**config.mk**
```make
export PLATFORM = sky130hd
export DESIGN_NAME = uart_rx_flat
export DESIGN_NICKNAME = d
export VERILOG_FILES = /design/src/rtl/uart_rx_if.sv /design/src/rtl/uart_rx.sv /design/src/flat_wrapper.sv
export SDC_FILE = /design/constraint.sdc
export NUM_CORES = 1
export LEC_CHECK = 0
export BUFFER_PORTS_ARGS = -buffer_cell sky130_fd_sc_hd__buf_2
export CORE_MARGIN = 5
export CORE_UTILIZATION = 45
export DETAILED_ROUTE_END_ITERATION = 8
export MAX_ROUTING_LAYER = met4
export PLACE_DENSITY = 0.62
export SLEW_MARGIN = 0
export SYNTH_ARGS = -nofsm -noshare
export SYNTH_HDL_FRONTEND = slang
export SYNTH_SLANG_ARGS = --single-unit
```
**constraint.sdc**
```tcl
create_clock -name clk -period 5.36 [get_ports clk]
set_input_delay 0.268 -clock clk [delete_from_list [all_inputs] [get_ports clk]]
set_output_delay 0.268 -clock clk [all_outputs]
set_load 0.005 [all_outputs]
```
**src/rtl/uart_rx_if.sv**
```systemverilog
// Receive-side bundle for uart_rx. The receiver owns the byte outputs and
// the debug state; the line and the downstream consumer sit on the slave side.
//
// Handshake: rx_done_o is a one-cycle valid pulse with data_o; there is no
// ready. The consumer must take the byte in that cycle. data_o holds until the
// next good frame. frame_err_o is a one-cycle pulse that never coincides with
// rx_done_o.
interface uart_rx_if;
  logic       rx_i;
  logic [7:0] data_o;
  logic       rx_done_o;
  logic       frame_err_o;
  logic       busy_o;
  logic [2:0] state_dbg;

  modport master (
    input  rx_i,
    output data_o,
    output rx_done_o,
    output frame_err_o,
    output busy_o,
    output state_dbg
  );

  modport slave (
    output rx_i,
    input  data_o,
    input  rx_done_o,
    input  frame_err_o,
    input  busy_o,
    input  state_dbg
  );
endinterface

```
**src/rtl/uart_rx.sv**
```systemverilog
// UART receiver: 8N1, LSB first, mid-bit sampling. It synchronises the
// asynchronous line, validates the start bit at half a bit, and checks the
// stop bit. A low stop bit parks the FSM until the line returns high, so a
// break is not decoded as a stream of 0x00 bytes.
module uart_rx #(
  parameter int CLK_FREQ_HZ = 50_000_000,
  parameter int BAUD_RATE   = 115_200
) (
  input  logic      clk,
  input  logic      rst_n,   // active-high asynchronous reset
  uart_rx_if.master bus
);

  localparam int CLKS_PER_BIT = CLK_FREQ_HZ / BAUD_RATE;
  localparam int HALF_BIT     = CLKS_PER_BIT / 2;
  localparam int CNT_W        = $clog2(CLKS_PER_BIT);

  localparam logic [CNT_W-1:0] CNT_LAST = CNT_W'(CLKS_PER_BIT - 1);
  localparam logic [CNT_W-1:0] CNT_HALF = CNT_W'(HALF_BIT - 1);

  // Too few clocks per bit leaves no room for mid-bit sampling.
  if (CLKS_PER_BIT < 4) begin : g_cpb_check
    $error("uart_rx: CLK_FREQ_HZ / BAUD_RATE must be at least 4");
  end

  typedef enum logic [2:0] {
    S_IDLE      = 3'd0,
    S_START     = 3'd1,
    S_DATA      = 3'd2,
    S_STOP      = 3'd3,
    S_WAIT_HIGH = 3'd4
  } state_t;

  state_t           state, state_n;
  logic             sync1, rx_s;
  logic [CNT_W-1:0] clk_cnt, clk_cnt_n;
  logic [2:0]       bit_idx, bit_idx_n;
  logic [7:0]       shift_q, shift_n;
  logic [7:0]       data_q, data_n;
  logic             done_q, done_n;
  logic             ferr_q, ferr_n;

  // Two-flop synchroniser; resets to the idle (high) line level.
  always_ff @(posedge clk or posedge rst_n) begin
    if (rst_n) begin
      sync1 <= 1'b1;
      rx_s  <= 1'b1;
    end else begin
      sync1 <= bus.rx_i;
      rx_s  <= sync1;
    end
  end

  // State, counters, shift register and registered outputs.
  always_ff @(posedge clk or posedge rst_n) begin
    if (rst_n) begin
      state   <= S_IDLE;
      clk_cnt <= '0;
      bit_idx <= '0;
      shift_q <= '0;
      data_q  <= '0;
      done_q  <= 1'b0;
      ferr_q  <= 1'b0;
    end else begin
      state   <= state_n;
      clk_cnt <= clk_cnt_n;
      bit_idx <= bit_idx_n;
      shift_q <= shift_n;
      data_q  <= data_n;
      done_q  <= done_n;
      ferr_q  <= ferr_n;
    end
  end

  // Next-state and datapath decisions; pulses default low every cycle.
  always_comb begin
    state_n   = state;
    clk_cnt_n = clk_cnt;
    bit_idx_n = bit_idx;
    shift_n   = shift_q;
    data_n    = data_q;
    done_n    = 1'b0;
    ferr_n    = 1'b0;
    case (state)
      S_IDLE: begin
        if (!rx_s) begin
          clk_cnt_n = '0;
          state_n   = S_START;
        end
      end
      S_START: begin
        if (clk_cnt == CNT_HALF) begin
          if (!rx_s) begin
            clk_cnt_n = '0;
            bit_idx_n = '0;
            state_n   = S_DATA;
          end else begin
            // Line went back high before mid start bit: a glitch.
            state_n = S_IDLE;
          end
        end else begin
          clk_cnt_n = clk_cnt + CNT_W'(1);
        end
      end
      S_DATA: begin
        if (clk_cnt == CNT_LAST) begin
          shift_n   = {rx_s, shift_q[7:1]};
          clk_cnt_n = '0;
          if (bit_idx == 3'd7) begin
            state_n = S_STOP;
          end else begin
            bit_idx_n = bit_idx + 3'd1;
          end
        end else begin
          clk_cnt_n = clk_cnt + CNT_W'(1);
        end
      end
      S_STOP: begin
        if (clk_cnt == CNT_LAST) begin
          clk_cnt_n = '0;
          if (rx_s) begin
            data_n  = shift_q;
            done_n  = 1'b1;
            state_n = S_IDLE;
          end else begin
            ferr_n  = 1'b1;
            state_n = S_WAIT_HIGH;
          end
        end else begin
          clk_cnt_n = clk_cnt + CNT_W'(1);
        end
      end
      S_WAIT_HIGH: begin
        if (rx_s) begin
          state_n = S_IDLE;
        end
      end
      default: begin
        state_n = S_IDLE;
      end
    endcase
  end

  assign bus.data_o      = data_q;
  assign bus.rx_done_o   = done_q;
  assign bus.frame_err_o = ferr_q;
  assign bus.busy_o      = (state != S_IDLE);
  assign bus.state_dbg   = state;

endmodule

```
**src/flat_wrapper.sv**
```systemverilog
// flat-port wrapper written by rule: the top's interface ports become plain ports
module uart_rx_flat 
#(
  parameter int CLK_FREQ_HZ = 50_000_000,
  parameter int BAUD_RATE   = 115_200
)
  (clk, rst_n, bus_rx_i, bus_data_o, bus_rx_done_o, bus_frame_err_o, bus_busy_o, bus_state_dbg);
  uart_rx_if bus_i ();
  input  logic clk;
  input  logic rst_n;
  input wire logic [$bits(bus_i.rx_i)-1:0] bus_rx_i;
  output wire logic [$bits(bus_i.data_o)-1:0] bus_data_o;
  output wire logic [$bits(bus_i.rx_done_o)-1:0] bus_rx_done_o;
  output wire logic [$bits(bus_i.frame_err_o)-1:0] bus_frame_err_o;
  output wire logic [$bits(bus_i.busy_o)-1:0] bus_busy_o;
  output wire logic [$bits(bus_i.state_dbg)-1:0] bus_state_dbg;
  assign bus_i.rx_i = bus_rx_i;
  assign bus_data_o = bus_i.data_o;
  assign bus_rx_done_o = bus_i.rx_done_o;
  assign bus_frame_err_o = bus_i.frame_err_o;
  assign bus_busy_o = bus_i.busy_o;
  assign bus_state_dbg = bus_i.state_dbg;
  uart_rx #(.CLK_FREQ_HZ(CLK_FREQ_HZ), .BAUD_RATE(BAUD_RATE)) u_core (.clk(clk), .rst_n(rst_n), .bus(bus_i));
endmodule
```
==> results.ini, run 1 <==
[outcome]
outcome=complete, no violations

[worst_setup_path]
r2r-end=u_core.clk_cnt[3]$_DFFE_PP0P_
start_kind=flip-flop
required_ps=5500
crit_type=reg -> reg
cp-endpoint=u_core.clk_cnt[3]$_DFFE_PP0P_
setup.worst_path.end_class=flip-flop
crit_start=u_core.clk_cnt[0]$_DFFE_PP0P_
ff2ff_path_depth=6
rrSetupSlack_ps=3100
r2r_start=u_core.clk_cnt[0]$_DFFE_PP0P_
cp.arrival_ps=2400
critPathMaxFanout=11

[sta]
finalSetupTns_ps=0
hold_viol=0
rsz0062_at_grt=no
max_freq_mhz=442
relSlewSlack_pct=47.2
tightest_slew_ps=792
period_needed_ps=2260
final.period_utilization_pct=42.2
slew_viol_final=0
setup_viol=0
finClkSkew_ps=7.97

[die]
die_area_um2=5050
start_util_pct=46.2
io_pins=17
core_um2=3630
rows=22
die_h_um=71.1
die_w_um=71.1

[global_route]
grt_pass1_vias=1160
grt-ovfl-total=0
antenna_found_initial=0
grt_max_degree=36
grt_first_pass_wirelength_um=5400
grt_usage_pct=13.7

[logic_synthesis]
netlist_instances=148
syn_area_um2=1680
yosysTopAreaCell=dfrtp_1
ys_ff_latch=35
yosysUniqueCellTypes=37
synth_top_area_share_pct=49.2
yosysSeqAreaShare_pct=52.3
yosys-top-cells-area=dfrtp_1 (49%), mux2_2 (12%), ha_1 (3.7%)
ys_warn_count=0
syn_area_per_cell_um2=11.3
syn_nets=156

[placement]
portBuffers=16
dp_hpwl_um=2100
placed_cell_area_um2=1800
place.gp.congestion=0.873

[clock_tree]
cts.htree.levels=2
clk_pin_slew_ps=70
cts.sinks=35
clockBufferDepth=2
cts_resized=0
cts_tree=done
cts-hold-fix-buffers=0
cts_root_buf=clkbuf_8
clk_latency_ps=280
post_cts.repair.setup_buffers=0
cts_buffers=5

[power_and_ir_drop]
comb_power_share_pct=1.4
swShare_pct=18.8
p_clk_share_pct=46.8
p_per_area_nw_per_um2=268
switchingPower_uw=96.5
internal-power_uw=417
max-vdd-ir-drop_uv=114
seqPwrFrac_pct=51.9
leakage_uw=0.000938

[cells_and_area]
diodes=0
final_common_cell=dfrtp_1
final_cell_area_um2=1910
mostFrequentLayoutCells=dfrtp_1 (33), mux2_2 (18), buf_2 (16)
finalNetCount=175
drive_gt1_share_pct=30.4
syn_to_final_growth_pct=14.1

[route]
first_pass_iters=4
post_drt_wl_per_cell_um=13.8
num_vias=1165
drt-initial-drc-count=48
drt-vias-per-instance=5.39
ant_nets=0
wirelength_um=2980
drc_errors=0

[hold_path]
worstHoldPathType=in -> async

[run]
maxCapViolations=0

==> through the flow <==
step | hold WS [ps] | cells | setup WS, ps | total power [uW] | utilization [%]
floorplan | 272 | 148 | 3550 | 276 | -
global placement | 346 | 208 | 3240 | 279 | 49.4
detailed placement | 353 | 208 | 3140 | 279 | 49.4
CTS | 77.7 | 216 | 3140 | 521 | 52.7
global route | 77.0 | 216 | 2990 | 534 | 52.7
finish | 68.8 | 216 | 3100 | 514 | 52.7
==> per-layer routing <==
metal,vias to the layer above,track usage [%],wire (um)
met2,19,20.4,1420
met3,5,3.41,130
met4,0,5.64,42
met1,575,17.9,1390
li1,566,-,-
met5,-,-,0
==> power groups by stage <==
| stage | sequential, uW | combinational, uW | clock [uW] |
|---|---|---|---|
| floorplan | 271 | 4.63 | 0 |
| global placement | 271 | 7.23 | 0 |
| detailed placement | 271 | 7.48 | 0 |
| CTS | 266 | 7.49 | 248 |
| global route | 266 | 8.52 | 260 |
| finish | 266 | 6.98 | 240 |
==> worst max-delay path, stage by stage (launching register included) <==
cell      delay (ps)
dfrtp_1          440
inv_1             80
ha_1             140
or4b_4           470
o21ba_1          320
nor2_1           480
o221ai_1         180
==> area by class of cell <==
cell class	instances	area [um^2]
Sequential cell	35	878
Clock inverter	2	35.0
Fill cell	345	1720
Tap cell	48	60.1
Timing Repair Buffer	17	87.6
Multi-Input combinational cell	97	729
Clock buffer	6	82.6
Inverter	11	41.3
==> worst min-delay path by stage <==
stage | cells after the start | startpoint | to | slack, ps
after global placement | 0 | u_core.sync1$_DFF_PP1_ | u_core.rx_s$_DFF_PP1_ | 350
after CTS | 3 | rst_n | u_core.clk_cnt[0]$_DFFE_PP0P_ | 80
after floorplan | 0 | bus_rx_i | u_core.sync1$_DFF_PP1_ | 270
after detailed placement | 0 | u_core.sync1$_DFF_PP1_ | u_core.rx_s$_DFF_PP1_ | 350
final | 3 | rst_n | u_core.clk_cnt[5]$_DFFE_PP0P_ | 70
after global routing | 1 | bus_rx_i | u_core.sync1$_DFF_PP1_ | 80
==> flip-flops by register name, summed over array words and instances, names as in the netlist <==
register                cells
u_core.clk_cnt              9
u_core.bus.rx_done_o        1
u_core.shift_q              8
u_core.sync1                1
u_core.bit_idx              3
u_core.bus.data_o           8
u_core.bus.state_dbg        3
u_core.bus.frame_err_o      1
u_core.rx_s                 1
==> logic make-up (layout without fill, tap and decap cells) <==
family,after synthesis,count (layout),synth area share (%)
AND/OR/NAND/NOR,45,45,15.7
flip-flops,35,35,52.3
AO/OA/AOI/OAI,28,28,11.3
multiplexers,19,19,12.7
buffers and inverters,16,36,4.18
adder cells (fa/ha/maj),5,5,3.73
==> synthesized netlist by cell type <==
cell	count
and4bb_2	1
nor2_1	8
buf_6	1
nor4_2	1
o22ai_1	3
dfstp_2	2
o21ba_1	1
o21ai_0	10
clkbuf_1	2
o41ai_2	1
mux2_2	18
nand2b_1	2
o211ai_1	1
o31ai_1	1
nand2_1	9
nor3_1	5
and4b_1	1
or4b_4	1
inv_1	11
dfrtp_1	33
nor4_1	1
mux2i_1	1
ha_1	5
nand3_1	3
or3_1	2
a21oi_1	4
o221ai_1	5
or2_2	1
or3b_1	1
nand4_1	1
and2_1	1
a22o_1	1
nand4_2	1
buf_2	2
nor2b_1	5
o21a_1	1
and4_1	1
Note: power is estimated with default switching activity, not from simulation.
==> run 2, diff against run 1 <==
Settings changed: ABC_AREA set to 1, PLACE_DENSITY 0.62 to 0.61.
Clock period 5.36 ns to 2.1 ns, I/O delays scaled along.
==> run 2 against run 1 <==
Net effect: non-clock buffer count up 2; first-iteration DRC count rose to 2.6 times the previous value; fmax up 45%; wire length up 15%; highest routed layer unchanged; critical endpoint is now u_core.bus.data_o[4]$_DFFE_PP0P_.
==> results.ini, run 2 <==
[sta]
max_freq_mhz=640  ; +45%
finClkSkew_ps=9.54  ; +1.57 ps
final.period_utilization_pct=74.4  ; +32 points
period_needed_ps=1560  ; -698 ps
finalSetupTns_ps=0  ; unchanged
setup_viol=0  ; unchanged
tightest_slew_ps=438  ; -354 ps
hold_viol=0  ; unchanged
rsz0062_at_grt=no
relSlewSlack_pct=70.8  ; +24 points
slew_viol_final=0  ; unchanged

[clock_tree]
cts_root_buf=clkbuf_8
clockBufferDepth=2  ; unchanged
cts_tree=done
cts.htree.levels=2  ; unchanged
cts.sinks=35  ; unchanged
cts_resized=0  ; unchanged
clk_pin_slew_ps=70  ; about the same
cts_buffers=5  ; unchanged
clk_latency_ps=290  ; about the same

[power_and_ir_drop]
switchingPower_uw=264  ; +170%
swShare_pct=22.4  ; +3.6 points
seqPwrFrac_pct=57.7  ; +5.8 points
leakage_uw=0.00107  ; +14%
max-vdd-ir-drop_uv=451  ; +290%
internal-power_uw=915  ; +120%
p_clk_share_pct=40.4  ; -6.4 points
comb_power_share_pct=1.9  ; +0.5 points
p_per_area_nw_per_um2=577  ; +120%

[cells_and_area]
regMostFlops=u_core.clk_cnt
multiInputGateArea_um2=786  ; +7.7%
diodes=0  ; unchanged
fin_cells=290  ; +34%
finalNetCount=247  ; +41%
fillers=390  ; +13%
syn_to_final_growth_pct=11.7
fin_util_pct=51.4  ; -1.2 points
mostFrequentLayoutCells=nand2_1 (68), dfrtp_1 (33), inv_1 (28)
final_common_cell=nand2_1
largest_reg_flops=9  ; unchanged
seqCellArea_um2=878  ; unchanged
final_cell_area_um2=2040  ; +6.7%
drive_gt1_share_pct=24.2  ; -6.2 points

[logic_synthesis]
synth_edf_count=0  ; unchanged
syn_area_um2=1830  ; +9.0%
synthSimpleGateAreaFrac_pct=30.2  ; +14 points
synth_top_area_share_pct=45.1  ; -4.1 points
ys.flop_type=dfrtp_1
synthArstFlopShare_pct=100  ; unchanged
yosysTopAreaCell=dfrtp_1
syn_nets=225  ; +44%
synth-compound-area-share_pct=8.89  ; -2.4 points
syn_area_per_cell_um2=8.43  ; -26%
netlist_instances=217  ; +47%
synth_mux_area_share_pct=0  ; -13 points
synth_top_family_by_area=simple AND/OR/NAND/NOR gates
yosysSeqAreaShare_pct=48.0  ; -4.3 points
yosysUniqueCellTypes=28  ; -24%
ys_ff_latch=35  ; unchanged
yosys-top-cells-area=dfrtp_1 (45%), nand2_1 (14%), inv_1 (5.7%)
synth_xor_area_share_pct=0.479  ; +0.48 points
yosys.area_share.adder_pct=3.42  ; -0.31 points
ys_warn_count=0  ; unchanged
synth_common_cells=nand2_1 (68), dfrtp_1 (33), inv_1 (28)
yosysMostFrequentCell=nand2_1

[run]
maxCapViolations=0  ; unchanged

[die]
rows=23  ; +4.5%
core_um2=3970  ; +9.3%
die_area_um2=5440  ; +7.7%
start_util_pct=46.1  ; -0.12 points
io_pins=17  ; unchanged
die_w_um=73.8  ; +3.8%
die_h_um=73.8  ; +3.8%

[worst_setup_path]
start_kind=flip-flop
cp.arrival_ps=1740  ; -660 ps
path_common_cell=nand2_1
setup.worst_path.end_class=flip-flop
crit_path_max_incr_delay_ps=400  ; -80 ps
crit_slowest_cell=dfrtp_1
critPathMaxFanout=17  ; +6
crit_type=reg -> reg
required_ps=2280  ; -3220 ps
path_cells=inv_1 -> ha_1 -> nand2_1 -> nor2_1 -> nand2_2 -> inv_2 -> nand3_4 -> nand2_1 -> o21ai_2

[hold_path]
worstHoldPathType=reg -> reg

[global_route]
antenna_found_initial=0  ; unchanged
grt_usage_pct=14.9  ; +1.2 points
grt_pass1_vias=1314  ; +13%
grt-ovfl-total=0  ; unchanged
use_met1_pct=18.6  ; +0.78 points
grt_max_degree=36  ; unchanged
use_met3_pct=4.65  ; +1.2 points
grt_first_pass_wirelength_um=6020  ; +11%
grt.busiest_layer=met2
met2_usage_pct=22.7  ; +2.3 points

[route]
ant_nets=0  ; unchanged
drc_errors=0  ; unchanged
post_drt_wl_per_cell_um=11.9  ; -14%
drt-initial-drc-count=123  ; +160%
wirelength_um=3440  ; +15%
drt-vias-per-instance=4.71  ; -13%
num_vias=1366  ; +17%
first_pass_iters=4  ; unchanged

[placement]
placed_cell_area_um2=1940  ; +7.9%
dp_hpwl_um=2450  ; +17%
place.gp.congestion=0.881  ; +0.96%
portBuffers=16  ; unchanged
dp_cells=280  ; +35%

[outcome]
outcome=complete, no violations

## run 2: changes by cell type in the layout (fill, tap and decap cells not counted), moves of 5 or more
cell      delta
nand2_1     +59
nor2b_1      -5
inv_1       +17
o221ai_1     -5
nand3_1      +6
nand2_2      +6
mux2_2      -18
nand4_1      +5
o21ai_2      +8
## run 2: logic make-up (layout without fill, tap and decap cells)
group / Yosys count / after routing
AND/OR/NAND/NOR: 114 / 114
adder cells (fa/ha/maj): 5 / 5
XOR/XNOR: 1 / 1
AO/OA/AOI/OAI: 25 / 25
buffers and inverters: 37 / 60
flip-flops: 35 / 35
## run 2: metrics by stage
stage               hold WS [ps]  power, uW  worst slack [ps]
floorplan                    109        705               676
finish                       357       1180               537
CTS                          359       1200               520
global route                 365       1240               363
detailed placement           213        714               560
global placement             212        714               604
## run 2: timing repair
action / 4_1_cts / 5_1_grt
hold buffers: 2 / 0
endpoints found under the hold margin: 34 / 0
buffers inserted: 0 / 0
## run 2: layout make-up
class / count / share of cell area (%)
clock buffers: 6 / 3.55
clock inverters: 2 / 0.612
inverters: 33 / 6.06
multi-input cells: 145 / 38.5
flip-flops and latches: 35 / 43.0
well taps: 50 / 3.06
repair buffers: 19 / 5.27
## run 2: path summary, 6_finish.rpt
check	slack (ps)	depth (start not counted)	endpoint	startpoint
min	360	0	u_core.rx_s$_DFF_PP1_	u_core.sync1$_DFF_PP1_
max	540	9	u_core.bus.data_o[4]$_DFFE_PP0P_	u_core.clk_cnt[1]$_DFFE_PP0P_
min reg2reg	360	0	u_core.rx_s$_DFF_PP1_	u_core.sync1$_DFF_PP1_
max in group asynchronous	1310	4	u_core.rx_s$_DFF_PP1_	rst_n
min in group asynchronous	440	4	u_core.clk_cnt[2]$_DFFE_PP0P_	rst_n
max reg2reg	540	9	u_core.bus.data_o[4]$_DFFE_PP0P_	u_core.clk_cnt[1]$_DFFE_PP0P_
## run 2: critical path, delay by kind of cell (launching register included)
family / cells / cell delay, ps
buf+inv: 2 / 200
fa+ha+maj: 1 / 160
flops: 1 / 400
simple gates: 5 / 640
compound gates: 1 / 60
## run 2: power by group through the flow
stage                     clock network [uW]  logic (uW)  registers [uW]
after floorplan                            0        12.9             692
after detailed placement                   0        20.8             693
final                                    477        22.0             681
after global placement                     0        20.8             693
after CTS                                496        23.7             680
after global routing                     528        26.5             680
## run 2: per-layer routing
layer / routed length, um / up-vias
met5: 0 / -
li1: - / 718
met1: 1690 / 619
met4: 42 / 0
met3: 159 / 4
met2: 1550 / 25
==> run 3, diff against run 2 <==
Clock period 2.1 ns to 1.56 ns, I/O delays scaled along.
==> run 3 against run 2 <==
Net effect: first-iteration DRC count down 40%; clock skew down 5.8 ps; global-route usage down 0.61 points; cell count up 2.4%; clock-buffer cell count unchanged; register-to-register slack worse by 460 ps; total power up 38%; clock power up 43%.
==> results.ini, run 3 (synthesized netlist as in run 2, its figures left out) <==
[outcome]
outcome=complete, no violations

[placement]
portBuffers=16  ; unchanged
place.gp.congestion=0.896  ; +1.7%
dp_hpwl_um=2440  ; -0.43%
place_ws_ps=18.3  ; -542 ps

[worst_setup_path]
r2r_start=u_core.clk_cnt[1]$_DFFE_PP0P_
ff2ff_path_depth=10  ; +1
rrSetupSlack_ps=80  ; -460 ps
cp.arrival_ps=1700  ; -40 ps
start_kind=flip-flop
setup.worst_path.end_class=flip-flop
crit_type=reg -> reg
required_ps=1780  ; -500 ps
critPathMaxFanout=7  ; -10
r2r-end=u_core.clk_cnt[2]$_DFFE_PP0P_

[route]
num_vias=1429  ; +4.6%
drt-vias-per-instance=4.81  ; +2.1%
post_drt_wl_per_cell_um=12.4  ; +4.5%
wirelength_um=3680  ; +7.0%
ant_nets=0  ; unchanged
first_pass_iters=4  ; unchanged
drt-initial-drc-count=74  ; -40%
drc_errors=0  ; unchanged

[cells_and_area]
finalNetCount=254  ; +2.8%
regMostFlops=u_core.clk_cnt
multiInputGateArea_um2=900  ; +14%
syn_to_final_growth_pct=21.7
seqCellArea_um2=881  ; +0.28%
fillers=367  ; -5.9%
drive_gt1_share_pct=30.8  ; +6.6 points
final_common_cell=nand2_1
largest_reg_flops=9  ; unchanged
mostFrequentLayoutCells=nand2_1 (64), dfrtp_1 (31), inv_1 (27)
diodes=0  ; unchanged

[die]
io_pins=17  ; unchanged
rows=23  ; unchanged
die_area_um2=5440  ; unchanged
die_h_um=73.8  ; unchanged
die_w_um=73.8  ; unchanged
core_um2=3970  ; unchanged
start_util_pct=46.1  ; unchanged

[sta]
fin_ws_ps=81.8  ; -455 ps
slew_viol_final=0  ; unchanged
hold_viol=0  ; unchanged
setup_viol=0  ; unchanged
final.period_utilization_pct=94.8  ; +20 points
tightest_slew_ps=441  ; +3.65 ps
period_needed_ps=1480  ; -84.9 ps
finalSetupTns_ps=0  ; unchanged
finClkSkew_ps=3.75  ; -5.79 ps
relSlewSlack_pct=70.6  ; -0.24 points
max_freq_mhz=676  ; +5.7%

[global_route]
grt_usage_pct=14.3  ; -0.61 points
antenna_found_initial=0  ; unchanged
grt_pass1_vias=1280  ; -2.6%
grt_first_pass_wirelength_um=5820  ; -3.3%
grt_max_degree=36  ; unchanged
grt-ovfl-total=0  ; unchanged

[hold_path]
worstHoldPathType=reg -> reg
hp-start=u_core.sync1$_DFF_PP1_
hold-path-cell-count=0  ; unchanged
holdPathEnd=u_core.rx_s$_DFF_PP1_

[power_and_ir_drop]
leakage_uw=0.00112  ; +4.6%
max-vdd-ir-drop_uv=543  ; +20%
p_per_area_nw_per_um2=732  ; +27%

[clock_tree]
cts.sinks=35  ; unchanged
cts.htree.levels=2  ; unchanged
clk_pin_slew_ps=70  ; about the same
clk_latency_ps=280  ; about the same
cts_tree=done
cts_buffers=5  ; unchanged
cts_root_buf=clkbuf_8
clockBufferDepth=2  ; unchanged

[run]
maxCapViolations=0  ; unchanged

-- run 3: changes by cell type in the layout (fill, tap and decap cells not counted), sizes merged --
cell and change:
buf +5, nand2 +1, nand3 +1
-- run 3: worst max path at each step --
stage               cells after the start  slack, ps                           from                               end
floorplan                              10        140  u_core.clk_cnt[1]$_DFFE_PP0P_  u_core.bus.data_o[0]$_DFFE_PP0P_
global placement                        9         60  u_core.clk_cnt[1]$_DFFE_PP0P_  u_core.bus.data_o[1]$_DFFE_PP0P_
detailed placement                      9         20  u_core.clk_cnt[1]$_DFFE_PP0P_  u_core.bus.data_o[3]$_DFFE_PP0P_
CTS                                     9          2  u_core.clk_cnt[1]$_DFFE_PP0P_  u_core.bus.data_o[5]$_DFFE_PP0P_
global route                            9        -20  u_core.clk_cnt[1]$_DFFE_PP0P_  u_core.bus.data_o[2]$_DFFE_PP0P_
finish                                 10         80  u_core.clk_cnt[1]$_DFFE_PP0P_     u_core.clk_cnt[2]$_DFFE_PP0P_
-- run 3: timing repair --
item,4_1_cts,5_1_grt
endpoints found under the hold margin,34,0
resized for setup,0,22
buffers inserted,0,3
endpoints found under the setup margin,0,32
hold buffers,2,0
-- run 3: metal layers --
layer	share of wire, %	track usage (%)
met5	0	-
met4	1.1	5.43
met3	4.2	3.83
met2	50	22.0
met1	44	18.0
-- run 3: critical path, cell delays in order (launching register included) --
cell	delay (ps)
dfrtp_1	410
inv_2	120
ha_4	150
nand2_2	60
nor2_4	120
nand3_2	130
nand2_1	120
nand2_2	120
nand2_1	90
inv_1	40
nor2_1	70
-- run 3: stage by stage --
stage                     instances  power [uW]  cell area, um^2  hold WS [ps]  util, %
after floorplan                 217         949             1830          82.5        -
after global placement          282         961             1970           184     49.5
after detailed placement        282         961             1970           188     49.5
after CTS                       292        1650             2080           360     52.5
after global routing            297        1710             2230           366     56.0
final                           297        1630             2230           360     56.0
-- run 3: cell type report --
class / count / share of cell area, %
timing repair buffer: 24 / 7.08
multi-input combinational: 147 / 40.4
clock buffer: 6 / 3.71
tap: 50 / 2.81
sequential: 35 / 39.6
inverter: 33 / 5.68
clock inverter: 2 / 0.731
-- run 3: report_power, final --
part	total [uW]	internal, uW	switching [uW]
combinational	29.9	8.38	21.6
clock	682	360	322
sequential	917	912	5.07
total	1630	1280	348
